--- src/rtl/axi_grid_xni_link_arb.sv ---
// axi_grid_xni_link_arb: round-robin, packet-locked, credit-gated egress link arbiter.
// Ports: req_flit_i/req_valid_i/req_last_i/req_ready_o is the per-source flit handshake.
// link_flit_o/link_valid_o/link_last_o/link_src_o is the registered egress flit.
// credit_i/credit_cnt_o/credit_ovf_o is downstream credit tracking; locked_o means a packet holds the grant.
module axi_grid_xni_link_arb #(
  parameter int NUM_REQ = 5,
  parameter int FLIT_W  = 64,
  parameter int CREDITS = 4,
  parameter int SRC_W   = $clog2(NUM_REQ),
  parameter int CNT_W   = $clog2(CREDITS + 1)
) (
  input  logic                      clk_i,
  input  logic                      srst_i,
  input  logic [NUM_REQ*FLIT_W-1:0] req_flit_i,
  input  logic [NUM_REQ-1:0]        req_valid_i,
  input  logic [NUM_REQ-1:0]        req_last_i,
  output logic [NUM_REQ-1:0]        req_ready_o,
  output logic [FLIT_W-1:0]         link_flit_o,
  output logic                      link_valid_o,
  output logic                      link_last_o,
  output logic [SRC_W-1:0]          link_src_o,
  input  logic                      credit_i,
  output logic [CNT_W-1:0]          credit_cnt_o,
  output logic                      locked_o,
  output logic                      credit_ovf_o
);
  typedef enum logic {IDLE, LOCKED} state_t;
  state_t           state_q;
  logic [SRC_W-1:0] rr_q, owner_q, g, g_nxt;
  logic [CNT_W-1:0] cnt_q;
  logic             found, accept;
  // Scan offsets high to low so the lowest offset from rr_q wins.
  always_comb begin
    g = owner_q;
    found = req_valid_i[owner_q];
    if (state_q == IDLE) begin
      found = 1'b0;
      for (int i = NUM_REQ - 1; i >= 0; i--) begin
        if (req_valid_i[(int'(rr_q) + i) % NUM_REQ]) begin
          g = SRC_W'((int'(rr_q) + i) % NUM_REQ);
          found = 1'b1;
        end
      end
    end
  end
  assign g_nxt        = (g == SRC_W'(NUM_REQ - 1)) ? '0 : g + 1'b1;
  assign accept       = found && (cnt_q != '0) && !srst_i;
  assign req_ready_o  = accept ? NUM_REQ'(1) << g : '0;
  assign credit_cnt_o = cnt_q;
  assign locked_o     = (state_q == LOCKED);
  always_ff @(posedge clk_i) begin
    if (srst_i) begin
      state_q      <= IDLE;
      rr_q         <= '0;
      owner_q      <= '0;
      cnt_q        <= CNT_W'(CREDITS);
      credit_ovf_o <= 1'b0;
      link_valid_o <= 1'b0;
      link_flit_o  <= '0;
      link_last_o  <= 1'b0;
      link_src_o   <= '0;
    end else begin
      link_valid_o <= accept;
      if (accept) begin
        link_flit_o <= req_flit_i[g*FLIT_W +: FLIT_W];
        link_last_o <= req_last_i[g];
        link_src_o  <= g;
        if (req_last_i[g]) begin
          state_q <= IDLE;
          rr_q    <= g_nxt;
        end else begin
          state_q <= LOCKED;
          owner_q <= g;
        end
      end
      if (accept && !credit_i) cnt_q <= cnt_q - 1'b1;
      else if (!accept && credit_i) begin
        if (cnt_q == CNT_W'(CREDITS)) credit_ovf_o <= 1'b1;
        else cnt_q <= cnt_q + 1'b1;
      end
    end
  end
endmodule

--- config.mk ---
export PLATFORM = sky130hd
export DESIGN_NAME = axi_grid_xni_link_arb
export DESIGN_NICKNAME = d
export VERILOG_FILES = /design/src/rtl/axi_grid_xni_link_arb.sv
export SDC_FILE = /design/constraint.sdc
export NUM_CORES = 1
export LEC_CHECK = 0
export ABC_CLOCK_PERIOD_IN_PS = 12030
export BUFFER_PORTS_ARGS = -buffer_cell sky130_fd_sc_hd__clkbuf_2
export CORE_AREA = 2 2 162 164
export DETAILED_ROUTE_END_ITERATION = 12
export DIE_AREA = 0 0 164 166
export PLACE_DENSITY = 0.66
export SETUP_SLACK_MARGIN = 0.3
export SLEW_MARGIN = 0
export SYNTH_ARGS = -nofsm -noshare
export SYNTH_HDL_FRONTEND = slang
export SYNTH_SLANG_ARGS = --single-unit
--- constraint.sdc ---
create_clock -name clk_i -period 12.03 [get_ports clk_i]
set_clock_uncertainty 0.2 [all_clocks]
set_input_delay 0.6015 -clock clk_i [delete_from_list [all_inputs] [get_ports clk_i]]
set_output_delay 0.6015 -clock clk_i [all_outputs]
set_load 0.005 [all_outputs]
Word level (Yosys, flattened, before mapping):

Index checks and enable logic that the tools add are counted.

* $add $sub $neg: 7
* multiply operators: 0
* divide/modulo/power cells: 5
* $lt $le $gt $ge: 7
* eq/ne operators: 3
* shift-type cells: 2
* muxes and demuxes: 37
* bitwise logic cells: 2
* reduce and logical (&&, ||, !) cells: 13

Operators by type and width (count)
* $shiftx A320 B10 Y64: 1
* $lt A32 B5 Y1 const B: 5
* $mod A32 B4 Y32 const B: 4
* $mod A4 B4 Y32 const B: 1
* $mux W3: 10
* $bmux W1 S3: 7
* $mux W1: 19
* $add A3 B2 Y4 const B: 2
* $lt A3 B4 Y1 const B: 2
* $add A3 B1 Y3 const B: 2
* $eq A3 B3 Y1 const B: 2
* $reduce_and A2 Y1: 3
* $mux W5: 1
* $shl A1 B3 Y5 const A: 1
* $add A3 B1 Y4 const B: 1
* $add A3 B3 Y4 const B: 1
* $logic_and A1 B1 Y1: 4
* $logic_not A1 Y1: 3
* $reduce_and A3 Y1: 1
* $reduce_bool A3 Y1: 1
* $sub A3 B1 Y3 const B: 1
* $ne A2 B2 Y1 const B: 1
* $not A1 Y1: 2
* $reduce_bool A2 Y1: 1

* register bits: 80
* bits in latches: 0
* RAM bits: 0
* ROM bits: 0
* output and inout bits: 79
* logic and storage cells: 85
* memories kept: 0

Longest topological paths before layout:

Gate-level depths: netlist of run 1.

* depth in word-level cells: 17
* mapped depth: 27

Worst setup path before layout of run 1:

OpenSTA, ideal clock, no wires.

* path kind: register to output
* start: reg rr_q[0]
* end: out req_ready_o[3]
* arrival: 4883 ps
* setup slack: 6345 ps
* stages on the path, launching flop included: 24
* buffers on the path: 5
* path through: dfxtp_1 buf_6 buf_2 inv_1 ha_1 inv_1 ha_1 buf_2 nand2b_1 ha_1 or3b_1 a22oi_4 nor3_1 o32a_1 o21a_1 a2111o_1 o211ai_1 nand2_2 inv_2 buf_4 buf_4 ha_1 ha_1 and2_1

* elaborated cells on any way between the ends: 40
* those cells by class: add/sub (4); div (5); shift (1); mux (28); reduce/logical (2)

RTL lines
* start, declared: RTL line 29 `logic [SRC_W-1:0] rr_q, owner_q, g, g_nxt;`
* start signal, assigned: RTL line 70 `rr_q <= g_nxt;`
* $add A3 B3 Y4: RTL line 39, 40
* $mod A32 B4 Y32: RTL line 39, 40
* $bmux W1 S3: RTL line 39 `if (req_valid_i[(int'(rr_q) + i) % NUM_REQ]) begin`
* $mux W1 (implied by the code) (2 in series): RTL line 39
* $mux W3 (4 in series): RTL line 39
* $mux W3 *: RTL line 39
* $mux W3 *: RTL line 36 `if (state_q == IDLE) begin`
* named net g[0]: RTL line 29
* $shl A1 B3 Y5 *: RTL line 48 `assign req_ready_o = accept ? NUM_REQ'(1) << g : '0;`
* $mux W5 *: RTL line 48
* end, declared: RTL line 17 `output logic [NUM_REQ-1:0] req_ready_o,`

Mark *: on every way through the listed nets, which the timed path passes. The rest lies on a longest branch. The select of a mux whose other input is x is not followed.

Final worst setup path of run 1:

* start: reg rr_q[1]
* end: reg link_flit_o[53]

* word-level cells in the longest chain between the ends: 13
* elaborated cells on any way between the ends: 39
* those cells by class: add/sub (4); div (5); shift (1); mux (27); reduce/logical (2)

RTL lines
* branches (longest 13 deep; another with $mod A32 B4 Y32)
* end signal, assigned: RTL line 65 `link_flit_o <= req_flit_i[g*FLIT_W +: FLIT_W];`
* end, declared: RTL line 18 `output logic [FLIT_W-1:0] link_flit_o,`

Parallel ways; which one is timed is not known. The select of a mux whose other input is x is not followed.
A chain may end at the register's enable or synchronous reset.

==> results of run 1 <==
## critical path: cells and delay by family (launching register included)
family	cells	cell delay, ns
AOI/OAI and AO/OA	6	1.09
xor gates and xnor gates	1	0.17
adders and majority gates	3	0.95
buffers and inverters	4	1.95
DFF	1	0.74
muxes	2	0.50
and+or+nand+nor	4	1.42
## cell families (layout without fill, tap and decap cells)
logic type	Yosys count	in the layout
adders and majority gates	28	28
DFF	80	80
xor gates and xnor gates	10	10
AOI/OAI and AO/OA	255	255
other	0	9
and+or+nand+nor	111	111
buffers and inverters	85	463
muxes	213	213
## worst max path at each step
stage,from,endpoint,slack [ns],cells past startpoint
3_3_place_gp,rr_q[0],link_flit_o[54],5.09,21
4_1_cts,rr_q[1],link_flit_o[12],4.86,20
3_5_place_dp,rr_q[1],link_flit_o[59],4.84,20
5_1_grt,rr_q[1],link_flit_o[59],4.21,20
2_1_floorplan,rr_q[0],req_ready_o[3],6.35,23
6_report,rr_q[1],link_flit_o[53],4.79,20
## synth_stat cells, drive strengths merged (9+ instances only)
master,instances,area share
o21ai,85,0.061
mux2,66,0.11
clkbuf,14,0.0075
buf,42,0.036
a22oi,65,0.071
mux2i,146,0.21
nand3,9,0.0071
ha,27,0.048
nor2,21,0.012
inv,29,0.015
nand2,33,0.018
a211oi,9,0.0096
a21oi,25,0.019
nand2b,9,0.0080
a21o,9,0.0096
dfxtp,80,0.23
## registers in the layout (all words and copies together) (netlist names)
| register | cells |
|---|---|
| link_flit_o | 64 |
| credit_cnt_o | 3 |
| link_src_o | 3 |
| owner_q | 3 |
| rr_q | 3 |
| credit_ovf_o | 1 |
| link_last_o | 1 |
| link_valid_o | 1 |
| locked_o | 1 |
## where the power goes
group	leakage, nW	switching [W]	internal [W]
sequential	0.665	0.0000796	0.000394
combinational	4.03	0.00156	0.00140
clock	0.162	0.000139	0.000188
total	4.86	0.00178	0.00198
## per-stage QoR
stage	util	cell area, µm²	setup WS [ns]	total power, W	hold slack [ns]
finish	0.3759	9628	4.787	0.003760	0.2548
global route	0.3757	9623	4.215	0.004052	0.2756
CTS	0.3750	9605	4.859	0.003789	0.2518
detailed placement	0.3619	9270	4.842	0.003450	0.2416
global placement	0.3619	9270	5.091	0.003385	0.2326
floorplan	-	7029	6.345	0.002861	0.2388
## per-layer routing
metal	global-route usage	vias up	part of all wire
li1	-	3729	-
met1	0.2656	3758	0.40
met5	0	-	0
met2	0.3851	328	0.51
met4	0.08696	0	0.026
met3	0.04321	46	0.064
## cell type report
| type | count | area, µm² |
|---|---|---|
| inverter | 29 | 110.1 |
| sequential | 80 | 1602 |
| clock buffer | 9 | 225.2 |
| tap | 335 | 419.2 |
| clock inverter | 7 | 110.1 |
| fill | 2689 | 15990 |
| multi-input combinational | 617 | 5030 |
| antenna | 9 | 22.52 |
| timing repair buffer | 418 | 2110 |
==> flow_summary.yaml, run 1 <==
status:
  status: "finished clean"
final_layout:
  layout_commonest_cell: "clkbuf_2"
  drive_above_1_share: 0.4500
  syn_to_final_growth_pct: 36.97
  final_cell_mix: "clkbuf_2, mux2i_1, dfxtp_1"
  fin_nets: 1516
  fin_cells: 1504
clock_tree:
  clock-sinks: 80
  htreeDepth: 3
  root_buffer: "clkbuf_16"
  clock_latency_ns: 0.35
  cts_resized: 0
  cts_inserted_buffers: 9
  cts_tree: "done"
  cts_setup_buffers: 0
  path_clk_slew_ns: 0.07
  cts_buffer_depth: 2
  holdBufCountCts: 0
timing:
  slew_headroom: 0.4224
  max_slew.worst_pin.slew_ns: 0.8665
  final-setup-viol-count: 0
  rsz0062_at_grt: "false"
  finalSetupTns_ns: 0
  period_share: 0.6021
  period_needed_ns: 7.243
  max_freq_mhz: 138.1
  timing.final.max_slew_violations: 0
  hold_violations: 0
placed_design:
  dp.cells: 1479
  port_buffers: 411
  hpwl_mm: 25.11
  place_congestion: 0.9296
global_routing:
  grt_pass1_vias: 7659
  grt_pass1_wl_mm: 45.59
  antenna_found_initial: 15
  grt_overflow: 0
  grt_max_degree: 70
  track_usage: 0.2212
worst_setup_path:
  max_stage_delay_ns: 0.79
  criticalPathCategory: "flop to flop"
  crit_path_frequent_cell: "ha_1"
  worstPathRequired_ns: 12.11
  endpoint_kind: "flop"
  r2r_setup_slack_ns: 4.79
  worstReg2RegEnd: "link_flit_o[53]"
  ff2ff_path_depth: 20
  crit_chain: "inv_2 > ha_1 > inv_1 > ha_1 > o21ai_0 > nor2_1 > a21oi_1 > ha_1 > xor2_1 > nor3_1 > nor4_1 > o21ai_0 > o2111ai_1 > a211o_1 > and2_4 > buf_4 > buf_4 > mux2i_1 > mux2_2 > o21ai_1"
  cp.arrival_ns: 7.32
  slowest_stage: "buf_4"
  rr_startpoint: "rr_q[1]"
  path_max_fanout: 50
  critPathLaunchType: "flop"
detailed_routing:
  post-route-drc-count: 0
  wire_per_inst_um: 20.71
  drtAntennaViolNets: 0
  routed_wl_mm: 31.16
  first_pass_iters: 5
  vias: 7861
  via_per_inst: 5.227
  drtIter0Drc: 645
die:
  dieWidth_um: 164
  die_area_um2: 27220
  fp.dieH_um: 166
  core_um2: 25620
  num_rows: 59
  initial_core_util: 0.2744
  top_level_ports: 412
synthesis:
  ys_async_sr_fraction: 0
  syn_avg_cell_area_um2: 8.989
  ys_types: 76
  ys_seq_elements: 80
  syn-num-nets: 1143
  yosys.area_share.adder: 0.05091
  synth_simple_gate_area_frac: 0.08313
  synth_area_um2: 7029
  synth_edf_count: 0
  synth_xor_area_frac: 0.01246
  synth_compound_area_frac: 0.2490
  syn_inst: 782
  yosysWarnings: 0
  muxShareOfSynthArea: 0.3174
  synth_top_family_by_area: "multiplexers"
  yosysSeqAreaShare: 0.2278
  synth_ff_type: "dfxtp_1"
run:
  drv_cap: 0
power:
  ir_worst_vdd_v: 0.0003871
  power_density_nw_per_um2: 390.6
  power_leakage_nw: 4.861
min_path:
  worstHoldPathCells: 2
  worstHoldStart: "link_last_o"
  holdPathEnd: "link_last_o"
  hold_path_class: "flop to flop"
Note: power is estimated with default switching activity, not from simulation.
==> run 2, diff against run 1 <==
ABC_AREA = 1   (was unset)
ABC_CLOCK_PERIOD_IN_PS = 6100   (was 12030)
CORE_AREA = 2 2 160 162   (was 2 2 162 164)
DIE_AREA = 0 0 162 164   (was 0 0 164 166)
PLACE_DENSITY = 0.68   (was 0.66)
clock period = 6.1 ns   (was 12.03 ns; I/O delays follow)
==> flow_summary.yaml, run 2 <==
synthesis:
  ys_seq_elements: 80
  synth_area_um2: 6874
  syn-num-nets: 1541
  yosys.area.top_type_share: 0.2414
  synth_edf_count: 0
  synth_top_area_cell: "nand2_1"
  synth_commonest_cells: "nand2_1, nand3_1, dfxtp_1"
  synth_ff_type: "dfxtp_1"
  ys_async_sr_fraction: 0
  syn_inst: 1180
  synth_most_common_cell: "nand2_1"
  yosysSeqAreaShare: 0.2330
  syn_avg_cell_area_um2: 5.826
  ys_types: 35
  yosysWarnings: 0
  synthTopCellsByArea: "nand2_1, dfxtp_1, nand3_1"
worst_setup_path:
  worstPathRequired_ns: 5.59
  crit_path_frequent_cell: "nand2_1"
  critPathLaunchType: "flop"
  worstReg2RegEnd: "link_flit_o[8]"
  r2r_setup_slack_ns: 0.96
  endpoint_kind: "output pin"
  endpoint: "req_ready_o[1]"
  slowest_stage: "dfxtp_1"
  rr_startpoint: "rr_q[1]"
  path_max_fanout: 25
  criticalPathCategory: "flop to output pin"
  cp.arrival_ns: 4.78
  max_stage_delay_ns: 0.38
  ff2ff_path_depth: 28
  startpoint: "rr_q[1]"
global_routing:
  grt_pass1_wl_mm: 49.89
  antenna_found_initial: 9
  grt_overflow: 0
  grt_pass1_vias: 9026
  track_usage: 0.2442
  grt_max_degree: 137
detailed_routing:
  first_pass_iters: 5
  drtAntennaViolNets: 0
  wire_per_inst_um: 17.57
  drtIter0Drc: 875
  wl_met3_mm: 3.020
  via_per_inst: 5.041
  post-route-drc-count: 0
  routed_wl_mm: 33.83
  met1_length_mm: 15.07
  met2_length_mm: 15.12
  routed.top_layer: "met5"
  vias: 9704
timing:
  hold_violations: 0
  max_freq_mhz: 189.4
  finalSetupTns_ns: 0
  timing.final.max_slew_violations: 0
  final-setup-viol-count: 0
  slew_headroom: 0.5381
  layout_setup_ws_ns: 0.8196
  period_share: 0.8656
  period_needed_ns: 5.280
  hold-worst-slack_ns: 0.01536
  rsz0062_at_grt: "false"
  max_slew.worst_pin.slew_ns: 0.6928
power:
  power_leakage_nw: 5.234
  p_total_w: 0.006699
  power_density_nw_per_um2: 675.3
  ir_worst_vdd_v: 0.0003047
clock_tree:
  cts_setup_buffers: 0
  cts_tree: "done"
  root_buffer: "clkbuf_16"
  cts_buffer_depth: 2
  clock_latency_ns: 0.34
  cts_inserted_buffers: 9
  clock-sinks: 80
  htreeDepth: 3
  path_clk_slew_ns: 0.08
final_layout:
  drive_above_1_share: 0.3050
  largest_reg_flops: 64
  fin_nets: 1946
  fill_cells: 2755
  layout_commonest_cell: "nand2_1"
  regMostFlops: "link_flit_o"
  syn_to_final_growth_pct: 44.30
  final_cell_area_um2: 9920
  final_cell_mix: "nand2_1, clkbuf_2, nand3_1"
die:
  die_area_um2: 26570
  num_rows: 58
  initial_core_util: 0.2770
  top_level_ports: 412
  fp.dieH_um: 164
  core_um2: 24820
  dieWidth_um: 162
run:
  drv_cap: 0
placed_design:
  port_buffers: 411
  place_congestion: 0.9048
  post-place-ws_ns: 0.9718
  placed_area_um2: 9126
  hpwl_mm: 26.74
min_path:
  worstHoldStart: "req_flit_i[261]"
  hold_path_class: "input pin to flop"
status:
  status: "finished clean"
## run 2: changes by cell type after synthesis, moves of 23 or more
cell      delta
clkbuf_1    +23
a22oi_1     -64
a31oi_1     +60
inv_1       +24
nand2_1    +410
a21oi_1     +54
mux2_2      -65
nand3_1    +236
mux2i_1    -146
o21ai_0     -45
## run 2: metal layers
layer  GRT usage  vias to the layer above
met1      0.3362                     4430
met5           0                        -
met3     0.06187                       34
li1            -                     4774
met4     0.05792                        4
met2      0.3828                      462
## run 2: worst max-delay path, delay by kind of cell (launching register included)
| family | cells | cell delay, ns |
|---|---|---|
| AND/OR/NAND/NOR | 14 | 1.57 |
| adder cells (fa/ha/maj) | 4 | 0.92 |
| AO/OA/AOI/OAI | 4 | 0.60 |
| buffers and inverters | 7 | 0.94 |
| flip-flops | 1 | 0.38 |
## run 2: report_power, final
part | internal [W] | total, W | switching, W
registers | 0.000805 | 0.000970 | 0.000165
clock network | 0.000322 | 0.000577 | 0.000255
logic | 0.00173 | 0.00515 | 0.00343
total | 0.00285 | 0.00670 | 0.00385
## run 2: through the flow
step / utilization / std cells
final: 0.3997 / 1925
after global routing: 0.3993 / 1921
after CTS: 0.3981 / 1920
after detailed placement: 0.3677 / 1859
after global placement: 0.3677 / 1859
after floorplan: - / 1180
## run 2: timing repair
action                                 4_1_cts  5_1_grt
setup endpoints to repair                    0        2
hold buffers                                45        0
gates resized for setup                      0        6
endpoints found under the hold margin       45        0
## run 2: final cells by class
cell class                      instances  area (µm²)  area share
Inverter                               62       247.7     0.02497
Clock inverter                          7       77.57    0.007820
Tap cell                              330       412.9     0.04162
Multi-Input combinational cell        956        4643      0.4681
Sequential cell                        80        1602      0.1615
Antenna cell                            5       12.51    0.001261
Clock buffer                            9       225.2     0.02270
Timing Repair Buffer                  476        2699      0.2721
## run 2: how the worst min path moves through the flow
stage,endpoint,slack (ns),cells past startpoint
floorplan,credit_ovf_o,0.25,2
global placement,credit_ovf_o,0.24,2
detailed placement,credit_ovf_o,0.26,2
CTS,link_flit_o[5],0.0005,3
global route,link_flit_o[43],0.01,3
finish,link_flit_o[5],0.02,3
## run 2: cell families after synthesis
| family | Yosys count | share of synthesized area |
|---|---|---|
| and+or+nand+nor | 745 | 0.4692 |
| AOI/OAI and AO/OA | 178 | 0.1458 |
| buffers and inverters | 144 | 0.09356 |
| DFF | 80 | 0.2330 |
| adders and majority gates | 28 | 0.05206 |
| xor gates and xnor gates | 5 | 0.006370 |
==> run 3, diff against run 2 <==
ABC_CLOCK_PERIOD_IN_PS = 4700   (was 6100)
clock period = 4.7 ns   (was 6.1 ns; I/O delays follow)
==> flow_summary.yaml, run 3 (synthesis gave the netlist of run 2 again) <==
global_routing:
  grt_overflow: 0
  track_usage: 0.2483
  grt_pass1_vias: 9074
  antenna_found_initial: 4
  grt_max_degree: 81
  grt_pass1_wl_mm: 50.93
worst_setup_path:
  slowest_stage: "dfxtp_4"
  rr_startpoint: "rr_q[1]"
  max_stage_delay_ns: 0.42
  worstPathRequired_ns: 4.26
  path_buf_inv: 7
  criticalPathCategory: "flop to output pin"
  crit_family: "simple AND/OR/NAND/NOR gates"
  startpoint: "rr_q[1]"
  worstReg2RegEnd: "link_flit_o[51]"
  ff2ff_path_depth: 33
  path_max_fanout: 6
  endpoint: "req_ready_o[3]"
  endpoint_kind: "output pin"
  critPathLaunchType: "flop"
  path_depth: 31
  r2r_setup_slack_ns: 0.39
  cp.arrival_ns: 3.93
clock_tree:
  clock-sinks: 80
  root_buffer: "clkbuf_16"
  cts_inserted_buffers: 9
  cts_tree: "done"
  clock_latency_ns: 0.34
  htreeDepth: 3
  path_clk_slew_ns: 0.06
  cts_buffer_depth: 2
timing:
  timing.final.max_slew_violations: 0
  max_slew.worst_pin.slew_ns: 0.7044
  max_freq_mhz: 228.9
  final-setup-viol-count: 0
  rsz0062_at_grt: "true"
  slew_headroom: 0.5297
  period_share: 0.9297
  finalSetupTns_ns: 0
  layout_setup_ws_ns: 0.3304
  period_needed_ns: 4.370
  hold_violations: 0
detailed_routing:
  wire_per_inst_um: 18.16
  via_per_inst: 5.096
  drtIter0Drc: 819
  routed_wl_mm: 35.98
  vias: 10100
  first_pass_iters: 5
  drtAntennaViolNets: 0
  post-route-drc-count: 0
power:
  power_density_nw_per_um2: 928.6
  ir_worst_vdd_v: 0.0005359
  power_leakage_nw: 5.709
final_layout:
  drive_above_1_share: 0.3663
  syn_to_final_growth_pct: 62.10
  regMostFlops: "link_flit_o"
  regArea_um2: 1613
  fill_cells: 2596
  final_cell_mix: "nand2_1, clkbuf_2, nand3_1"
  multi_input_area_um2: 5056
  layout_commonest_cell: "nand2_1"
  largest_reg_flops: 64
  fin_nets: 2005
die:
  dieWidth_um: 162
  top_level_ports: 412
  core_um2: 24820
  initial_core_util: 0.2770
  die_area_um2: 26570
  fp.dieH_um: 164
  num_rows: 58
placed_design:
  hpwl_mm: 26.32
  place_congestion: 0.8834
  port_buffers: 411
  post-place-ws_ns: 0.2185
min_path:
  hold_path_class: "input pin to flop"
status:
  status: "finished clean"
run:
  drv_cap: 0
==> run 3: changes by cell type in the layout (fill, tap and decap cells not counted), sizes merged, moves of 3 or more <==
cell and delta:
clkbuf +3, bufbuf +3, buf +34, diode -3, dlygate4sd3 +19
==> run 3: worst min-delay path by stage <==
stage,from,end,depth (start not counted)
after floorplan,req_flit_i[256],link_flit_o[0],2
after global placement,credit_ovf_o,credit_ovf_o,2
after detailed placement,credit_ovf_o,credit_ovf_o,2
after CTS,srst_i,rr_q[0],2
after global routing,srst_i,rr_q[2],2
final,srst_i,rr_q[2],2
==> run 3: worst reg2reg max path: cells and delay by family, from the launching register on <==
family                   cells  cell delay (ns)
adder cells (fa/ha/maj)      3             0.56
AND/OR/NAND/NOR             20             1.93
buffers and inverters        8             0.82
flip-flops                   1             0.42
AO/OA/AOI/OAI                2             0.34
==> run 3: layer usage <==
layer | track usage | routed length (µm)
met4 | 0.05994 | 869
met5 | 0 | 11
met3 | 0.05303 | 3177
met2 | 0.3899 | 16020
met1 | 0.3468 | 15910
==> run 3: metrics by stage <==
step | cells | total power (W) | util | hold slack (ns) | area [µm²]
3_3_place_gp | 1860 | 0.007963 | 0.3734 | 0.2417 | 9268
6_report | 1981 | 0.01035 | 0.4490 | 0.02830 | 11140
2_1_floorplan | 1180 | 0.005912 | - | 0.1956 | 6948
5_1_grt | 1979 | 0.01123 | 0.4488 | 0.03257 | 11140
4_1_cts | 1960 | 0.009486 | 0.4246 | 0.005138 | 10540
3_5_place_dp | 1860 | 0.008007 | 0.3734 | 0.2512 | 9268
==> run 3: final cells by class <==
class                   count  share of cell area
diodes                      2           0.0004491
flip-flops and latches     80              0.1447
inverters                  62             0.02515
repair buffers            535              0.3137
clock buffers               9             0.02021
multi-input cells         956              0.4537
well taps                 330             0.03705
clock inverters             7            0.004940
==> run 3: power breakdown <==
| group | internal (W) | switching [W] | total [W] |
|---|---|---|---|
| Sequential | 0.00105 | 0.000211 | 0.00126 |
| Clock | 0.000364 | 0.000330 | 0.000694 |
| Combinational | 0.00333 | 0.00507 | 0.00840 |
| Total | 0.00474 | 0.00561 | 0.0103 |
==> run 3: what timing repair did <==
item                                    CTS  global route
gates cloned                              3             5
hold endpoints to repair                 64             0
gates resized for setup                  31            95
buffers inserted                         17            14
pin swaps                                 8            26
hold buffers                             64             0
endpoints found under the setup margin   16            80
